`src/rtl/ctrl_uart_decoder.sv`:
```
// ctrl_uart_decoder: 8N1 UART receiver feeding a small ASCII command parser.
// Each message "<ch><hex_hi><hex_lo>\n" with ch in '0'..'6' loads one byte
// into out[ch]. CR bytes are ignored, and malformed messages are dropped.
module ctrl_uart_decoder #(
  parameter int fCLK  = 50_000_000,
  parameter int fBAUD = 9_600
) (
  input  logic       clk,
  input  logic       reset_n,
  input  logic       CTRL_RX,
  output logic [7:0] out [0:6]
);

  // Oversampling divider, rounded to the nearest integer.
  localparam int N_TICK = (fCLK + 8 * fBAUD) / (16 * fBAUD);
  localparam int TICK_W = (N_TICK > 1) ? $clog2(N_TICK) : 1;
  localparam logic [TICK_W-1:0] TICK_LAST = TICK_W'(N_TICK - 1);

  typedef enum logic [1:0] {RX_IDLE, RX_START, RX_DATA, RX_STOP} rx_state_t;
  typedef enum logic [1:0] {WAIT_CH, WAIT_HI, WAIT_LO, WAIT_END} dec_state_t;

  // Returns {valid, nibble} for an ASCII hex digit.
  function automatic logic [4:0] hex_nib(input logic [7:0] c);
    logic [4:0] r;
    if (c >= 8'h30 && c <= 8'h39) begin
      r = {1'b1, c[3:0]};
    end else if ((c >= 8'h41 && c <= 8'h46) || (c >= 8'h61 && c <= 8'h66)) begin
      r = {1'b1, c[3:0] + 4'd9};
    end else begin
      r = 5'b0_0000;
    end
    return r;
  endfunction

  logic [TICK_W-1:0] tick_cnt_r;
  logic              ce_16_r;
  logic              rx_meta_r, rx_sync_r;
  rx_state_t         rx_state_r, rx_nxt_s;
  logic [3:0]        rx_tick_r;
  logic [2:0]        rx_bit_r;
  logic [7:0]        rx_shift_r, rx_data_r;
  logic              rx_new_r;
  logic              rx_tick_clr_s, rx_tick_inc_s, rx_shift_s, rx_done_s;
  dec_state_t        dec_state_r, dec_nxt_s;
  logic [2:0]        ch_r;
  logic [3:0]        hi_r, lo_r;
  logic              ch_ld_s, hi_ld_s, lo_ld_s, wr_s;
  logic [4:0]        hex_s;

  // Free-running oversample divider; ce_16_r pulses once every N_TICK clocks.
  always_ff @(posedge clk or negedge reset_n) begin
    if (!reset_n) begin
      tick_cnt_r <= {TICK_W{1'b0}};
      ce_16_r    <= 1'b0;
    end else if (tick_cnt_r == TICK_LAST) begin
      tick_cnt_r <= {TICK_W{1'b0}};
      ce_16_r    <= 1'b1;
    end else begin
      tick_cnt_r <= tick_cnt_r + TICK_W'(1);
      ce_16_r    <= 1'b0;
    end
  end

  // Two-flop synchronizer for the asynchronous serial line (idles high).
  always_ff @(posedge clk or negedge reset_n) begin
    if (!reset_n) begin
      rx_meta_r <= 1'b1;
      rx_sync_r <= 1'b1;
    end else begin
      rx_meta_r <= CTRL_RX;
      rx_sync_r <= rx_meta_r;
    end
  end

  // Receiver state register.
  always_ff @(posedge clk or negedge reset_n) begin
    if (!reset_n) begin
      rx_state_r <= RX_IDLE;
    end else begin
      rx_state_r <= rx_nxt_s;
    end
  end

  // Receiver next-state and datapath controls; only acts on oversample ticks.
  always_comb begin
    rx_nxt_s      = rx_state_r;
    rx_tick_clr_s = 1'b0;
    rx_tick_inc_s = 1'b0;
    rx_shift_s    = 1'b0;
    rx_done_s     = 1'b0;
    if (ce_16_r) begin
      case (rx_state_r)
        RX_IDLE: begin
          if (!rx_sync_r) begin
            rx_nxt_s      = RX_START;
            rx_tick_clr_s = 1'b1;
          end else begin
            rx_nxt_s = RX_IDLE;
          end
        end
        RX_START: begin
          if (rx_tick_r == 4'd7) begin
            rx_tick_clr_s = 1'b1;
            rx_nxt_s      = rx_sync_r ? RX_IDLE : RX_DATA;
          end else begin
            rx_tick_inc_s = 1'b1;
          end
        end
        RX_DATA: begin
          if (rx_tick_r == 4'd15) begin
            rx_tick_clr_s = 1'b1;
            rx_shift_s    = 1'b1;
            rx_nxt_s      = (rx_bit_r == 3'd7) ? RX_STOP : RX_DATA;
          end else begin
            rx_tick_inc_s = 1'b1;
          end
        end
        RX_STOP: begin
          if (rx_tick_r == 4'd15) begin
            rx_tick_clr_s = 1'b1;
            rx_done_s     = rx_sync_r;
            rx_nxt_s      = RX_IDLE;
          end else begin
            rx_tick_inc_s = 1'b1;
          end
        end
        default: begin
          rx_nxt_s = RX_IDLE;
        end
      endcase
    end else begin
      rx_nxt_s = rx_state_r;
    end
  end

  // Receiver tick/bit counters, shift register and byte-valid pulse.
  always_ff @(posedge clk or negedge reset_n) begin
    if (!reset_n) begin
      rx_tick_r  <= 4'd0;
      rx_bit_r   <= 3'd0;
      rx_shift_r <= 8'h00;
      rx_data_r  <= 8'h00;
      rx_new_r   <= 1'b0;
    end else begin
      if (rx_tick_clr_s) begin
        rx_tick_r <= 4'd0;
      end else if (rx_tick_inc_s) begin
        rx_tick_r <= rx_tick_r + 4'd1;
      end
      if (rx_state_r == RX_START) begin
        rx_bit_r <= 3'd0;
      end else if (rx_shift_s) begin
        rx_bit_r <= rx_bit_r + 3'd1;
      end
      if (rx_shift_s) begin
        rx_shift_r <= {rx_sync_r, rx_shift_r[7:1]};
      end
      if (rx_done_s) begin
        rx_data_r <= rx_shift_r;
      end
      rx_new_r <= rx_done_s;
    end
  end

  // Decoder state register.
  always_ff @(posedge clk or negedge reset_n) begin
    if (!reset_n) begin
      dec_state_r <= WAIT_CH;
    end else begin
      dec_state_r <= dec_nxt_s;
    end
  end

  // Decoder next-state: advances only on a fresh byte, CR is transparent.
  always_comb begin
    dec_nxt_s = dec_state_r;
    ch_ld_s   = 1'b0;
    hi_ld_s   = 1'b0;
    lo_ld_s   = 1'b0;
    wr_s      = 1'b0;
    hex_s     = hex_nib(rx_data_r);
    if (rx_new_r && (rx_data_r != 8'h0D)) begin
      case (dec_state_r)
        WAIT_CH: begin
          if (rx_data_r >= 8'h30 && rx_data_r <= 8'h36) begin
            ch_ld_s   = 1'b1;
            dec_nxt_s = WAIT_HI;
          end else begin
            dec_nxt_s = WAIT_CH;
          end
        end
        WAIT_HI: begin
          if (hex_s[4]) begin
            hi_ld_s   = 1'b1;
            dec_nxt_s = WAIT_LO;
          end else begin
            dec_nxt_s = WAIT_CH;
          end
        end
        WAIT_LO: begin
          if (hex_s[4]) begin
            lo_ld_s   = 1'b1;
            dec_nxt_s = WAIT_END;
          end else begin
            dec_nxt_s = WAIT_CH;
          end
        end
        WAIT_END: begin
          wr_s      = (rx_data_r == 8'h0A);
          dec_nxt_s = WAIT_CH;
        end
        default: begin
          dec_nxt_s = WAIT_CH;
        end
      endcase
    end else begin
      dec_nxt_s = dec_state_r;
    end
  end

  // Message fields and the per-channel output registers.
  always_ff @(posedge clk or negedge reset_n) begin
    if (!reset_n) begin
      ch_r <= 3'd0;
      hi_r <= 4'd0;
      lo_r <= 4'd0;
      for (int i = 0; i < 7; i++) begin
        out[i] <= 8'h00;
      end
    end else begin
      if (ch_ld_s) begin
        ch_r <= rx_data_r[2:0];
      end
      if (hi_ld_s) begin
        hi_r <= hex_s[3:0];
      end
      if (lo_ld_s) begin
        lo_r <= hex_s[3:0];
      end
      if (wr_s && (ch_r <= 3'd6)) begin
        out[ch_r] <= {hi_r, lo_r};
      end
    end
  end

endmodule

```
`config.mk`:
```
export PLATFORM = sky130hd
export DESIGN_NAME = ctrl_uart_decoder
export DESIGN_NICKNAME = d
export VERILOG_FILES = /design/src/rtl/ctrl_uart_decoder.sv
export SDC_FILE = /design/constraint.sdc
export NUM_CORES = 1
export LEC_CHECK = 0
export CORE_UTILIZATION = 55
export CTS_CLUSTER_DIAMETER = 30
export CTS_CLUSTER_SIZE = 25
export DETAILED_ROUTE_END_ITERATION = 10
export GPL_TIMING_DRIVEN = 0
export PLACE_DENSITY = 0.8
export SLEW_MARGIN = 20
export SYNTH_ARGS = -nofsm -noshare
export SYNTH_HDL_FRONTEND = slang
export SYNTH_SLANG_ARGS = --single-unit
```
`constraint.sdc`:
```
create_clock -name clk -period 3.75 [get_ports clk]
set_input_delay 0.5625 -clock clk [delete_from_list [all_inputs] [get_ports clk]]
set_output_delay 0.5625 -clock clk [all_outputs]
set_load 0.01 [all_outputs]
```
# --- Word level (Yosys, flattened, before mapping) ---
# Index checks and enable logic that the tools add are counted.
totals:
  word_cells: 111
  out_inout_bits: 56
  input_bits: 3
  reg_bits: 107
op_classes:
  addsub: 4
  n_bitwise: 1
  eq_ne: 15
  mux: 46
  order_cmp: 10
  reduce_logical: 14
op_table:
  columns: ["operator", "n"]
  rows:
  - ["56-bit bitwise mux", 1]
  - ["1-bit 2-to-1 mux", 26]
  - ["8-bit demux with 3-bit select", 1]
  - ["8-bit by 7-bit greater-or-equal comparator with 1-bit output (second input constant)", 2]
  - ["8-bit by 6-bit less-or-equal comparator with 1-bit output (second input constant)", 2]
  - ["8-bit by 7-bit less-or-equal comparator with 1-bit output (second input constant)", 2]
  - ["2-bit case mux with 4 select lines", 2]
  - ["2-bit 2-to-1 mux", 6]
  - ["5-bit 2-to-1 mux", 2]
  - ["9-bit by 1-bit adder with 9-bit output (second input constant)", 1]
  - ["9-bit == test (second input constant)", 1]
  - ["9-bit 2-to-1 mux", 1]
  - ["2-bit == test (second input constant)", 4]
  - ["8-bit by 4-bit == test with 1-bit output (second input constant)", 1]
  - ["8-bit by 6-bit greater-or-equal comparator with 1-bit output (second input constant)", 1]
  - ["4-bit 2-to-1 mux", 2]
  - ["8-bit 2-to-1 mux", 1]
  - ["8-bit by 4-bit != test with 1-bit output (second input constant)", 1]
  - ["1-bit logical AND", 7]
  - ["3-bit 2-to-1 mux", 2]
  - ["2-bit != test (second input constant)", 3]
  - ["4-bit by 1-bit adder with 4-bit output (second input constant)", 1]
  - ["4-bit adder (second input constant)", 1]
  - ["2-bit by 1-bit == test with 1-bit output (second input constant)", 2]
  - ["15 further kinds", 17]

# --- Longest topological paths before layout ---
depth:
  word_depth: 8
  mapped_depth: 8
  mapped_depth_nobuf: 7

# --- Least setup slack after synthesis ---
# OpenSTA, ideal clock, no wires.
synth_timing:
  path_type: "flip-flop to flip-flop"
  startpoint: "reg rx_data_r[4]"
  endpoint: "reg out[1] (netlist bit)"
  path_buffers: 1
  stages_incl_launch_ff: 7
  path_slack_ns: 1.617
  t_required_ns: 3.625
  arrival_ns: 2.008
  path_cell_list: "dfrtp_1 or4b_1 nor4_4 and2b_1 and3_1 buf_4 mux2_2"
synth_between:
  elab_chain_cells: 4
  elab_cells_between_ends: 6
synth_lines:
  columns: ["element", "line", "text"]
  rows:
  - ["from (decl)", "41", "logic [7:0] rx_shift_r, rx_data_r;"]
  - ["from (signal assigned)", "159", "rx_data_r <= rx_shift_r;"]
  - ["8-bit by 4-bit == test with 1-bit output or 8-bit by 4-bit != test with 1-bit output (tied branches)", "209, 182", null]
  - ["1-bit 2-to-1 mux or 1-bit logical AND (tied branches)", "183, 182", null]
  - ["1-bit 2-to-1 mux *", "182", "if (rx_new_r && (rx_data_r != 8'h0D)) begin"]
  - ["1-bit logical AND *", "240", "if (wr_s && (ch_r <= 3'd6)) begin"]
  - ["to (signal, indexed assignment)", "241", "out[ch_r] <= {hi_r, lo_r};"]
  - ["to (decl)", "11", "output logic [7:0] out [0:6]"]
# Mark *: on every way between the ends. The rest lies on a longest branch, timed or not.
# A chain may end at the register's enable or synchronous reset.

# --- Worst setup path in the final report ---
layout_timing:
  startpoint: "reg rx_data_r[0]"
  endpoint: "reg out[1] (netlist bit)"
# The elaborated chain is that of the path after synthesis.

==> metrics.cfg <==
[synth]
yosys_most_used_dff = dfrtp_1
synth_most_common_cell = dfrtp_1
netlist_area_sq_um = 4566
ys_seq_area_share_pct = 58.70
synth_top_cell_area_share_pct = 57.55
synth_common_cells = dfrtp_1 (105), mux2_2 (75), nand2_1 (17), nor2_1 (16), o21ai_0 (14)
synth_area_per_cell_sq_um = 13.31
synth_edf_count = 0
synthesis.nets = 355
synth_warnings = 0
synth.distinct_cells = 46
synth.largest_area_cell = dfrtp_1
ys_ff_latch = 107
synth_async_sr_flop_share_pct = 100.0
netlist_top_cells_area = dfrtp_1 (58%), mux2_2 (18%), ha_1 (2.5%)
synth_cells = 343

[detailed_routing]
avgViaCountPerCell = 5.740
drt_iter0_drc = 164
drtAntennaViolNets = 0
top_layer_used = met4
vias = 2985
wl_um = 8796
wl_met1_um = 4108
wl_met2_um = 4224
first_pass_iters = 4
wl_met3_um = 338
drcViolationCount = 0
post_drt_wl_per_cell_um = 16.92

[clock_tree]
numCtsBuffers = 9
post_cts_resized = 0
cts_tree = done
post_cts_buffers = 0
htree_num_levels = 3
clockBufferDepth = 2
cts.hold.buffers_added = 0
insertion_delay_ns = 0.37
cts_root_buf = clkbuf_8
clock-sinks = 107
clkTransAtPathRegs_ns = 0.10

[floorplan]
die_h_um = 93.11
initial_utilization_pct = 57.88
die-area_sq_um = 8669
die_w_um = 93.11
row_count = 32
io_pins = 59
design.core.area_sq_um = 7888

[pwr]
p_leak_nw = 2.582
irDropWorstVdd_uv = 261.6
power_mw = 1.980
p_per_area_nw_per_um2 = 357.8

[timing]
slew_viol_final = 0
worst_slew_pin_slew_ns = 1.049
fin_skew_ns = 0.01009
final.period_utilization_pct = 66.33
finalSetupViolations = 0
fmax_ghz = 0.4020
max_slew_margin_pct = 29.42
timing_hold_violations_final = 0
rsz0062_at_grt = no
layout_min_cycle_time_ns = 2.488

[finish]
final_nets = 425
utilization_pct = 70.18
drive_gt1_share_pct = 24.16
antenna_cells = 0
syn2layout_area_growth_pct = 21.24
finalNonFillerCells = 520

[hold_path]
hold_path.class = in -> async

[global_routing]
grt_usage_pct = 22.26
grt_antenna_before_repair = 0
first_global_vias = 2939
grt_max_degree = 59
gr-total-overflow = 0
grt_first_pass_wirelength_um = 14720

[critical_path]
required_ns = 4.01
r2r-start = rx_data_r[0]
cp-end-kind = flop
cp-startpoint = rx_data_r[0]
path_max_fanout = 10
reg2reg_slack_ns = 1.26
start_kind = flop
cp.arrival_ns = 2.75
crit_type = reg -> reg
r2r_cells = 8
endpoint = out[1]
timing.rr.end = out[1]

[placement]
portBuffers = 58
dp_hpwl_um = 6208
place_congestion = 0.8792
dp.cells = 504

[job]
drv_cap = 0

[run_status]
run_status = finished, final reports clean

## sequential cells by signal, indices dropped and copies added, names as in the netlist, 2 cells and up, named ones only
name and count:
ch_r 3, dec_state_r 2, tick_cnt_r 9, lo_r 4, rx_shift_r 8, rx_bit_r 3, hi_r 4, rx_data_r 8
out 56, rx_tick_r 4
## critical path, stage by stage (launching register included)
cell and delay [ns]:
dfrtp_1 0.51, inv_1 0.19, ha_1 0.18, nand4_1 0.15, nor4_4 0.36, and2b_1 0.28, and3_1 0.18, buf_4 0.17
mux2_2 0.34
## metal layers
metal	global-route usage, %	vias to the layer above
met5	0	-
met4	7.821	0
met3	3.089	13
met2	36.15	97
met1	30.90	1487
li1	-	1388
## worst min-delay path by stage
stage          cells after the start                    endpoint  slack, ns
4_1_cts                            1  asynchronous set/reset pin       0.13
3_5_place_dp                       0                   rx_sync_r       0.35
6_report                           1  asynchronous set/reset pin       0.11
3_3_place_gp                       0                   rx_sync_r       0.35
2_1_floorplan                      0  asynchronous set/reset pin       0.27
5_1_grt                            1                 rx_bit_r[2]       0.15
## power by group
| part | switching, mW | internal [mW] |
|---|---|---|
| logic | 0.0222 | 0.00539 |
| registers | 0.000893 | 1.15 |
| clock network | 0.407 | 0.390 |
| total | 0.430 | 1.55 |
## placed cells by master (no fill, tap or decap), types with 4 or more instances in the layout
| cell | instances |
|---|---|
| clkbuf_1 | 4 |
| nand4_1 | 4 |
| ha_1 | 9 |
| nand2_1 | 17 |
| nor2_1 | 16 |
| nand3_1 | 10 |
| clkbuf_8 | 9 |
| mux2_2 | 75 |
| inv_1 | 7 |
| o21ai_0 | 14 |
| dfrtp_1 | 105 |
| a22o_1 | 4 |
| xnor2_1 | 6 |
| clkdlybuf4s50_1 | 57 |
| a21oi_1 | 12 |
## through the flow
step | area [sq um] | worst slack [ns] | setup TNS, ns | hold slack (ns)
global placement | 5274 | -1.766 | -185.99 | 0.3475
finish | 5535 | 1.262 | 0 | 0.1114
detailed placement | 5303 | 1.301 | 0 | 0.3468
global route | 5535 | 1.085 | 0 | 0.1474
CTS | 5535 | 1.281 | 0 | 0.1258
floorplan | 4566 | 1.617 | 0 | 0.2669
## area by class of cell
| type | count | area (sq um) |
|---|---|---|
| Inverter | 7 | 26.28 |
| Fill cell | 570 | 2352 |
| Tap cell | 102 | 127.6 |
| Buffer | 8 | 35.03 |
| Clock inverter | 7 | 108.9 |
| Clock buffer | 9 | 123.9 |
| Timing Repair Buffer | 59 | 609.3 |
| Sequential cell | 107 | 2680 |
| Multi-Input combinational cell | 221 | 1824 |
## logic make-up (layout without fill, tap and decap cells)
family / count (synthesis) / in the layout / share of synthesized area [%]
fa+ha+maj: 9 / 9 / 2.466
simple gates: 77 / 77 / 9.619
xor+xnor: 9 / 9 / 1.727
compound gates: 47 / 47 / 6.742
flops: 107 / 107 / 58.70
buf+inv: 15 / 90 / 1.343
mux: 79 / 79 / 19.40
No activity file was read; power rests on OpenSTA's default activity.
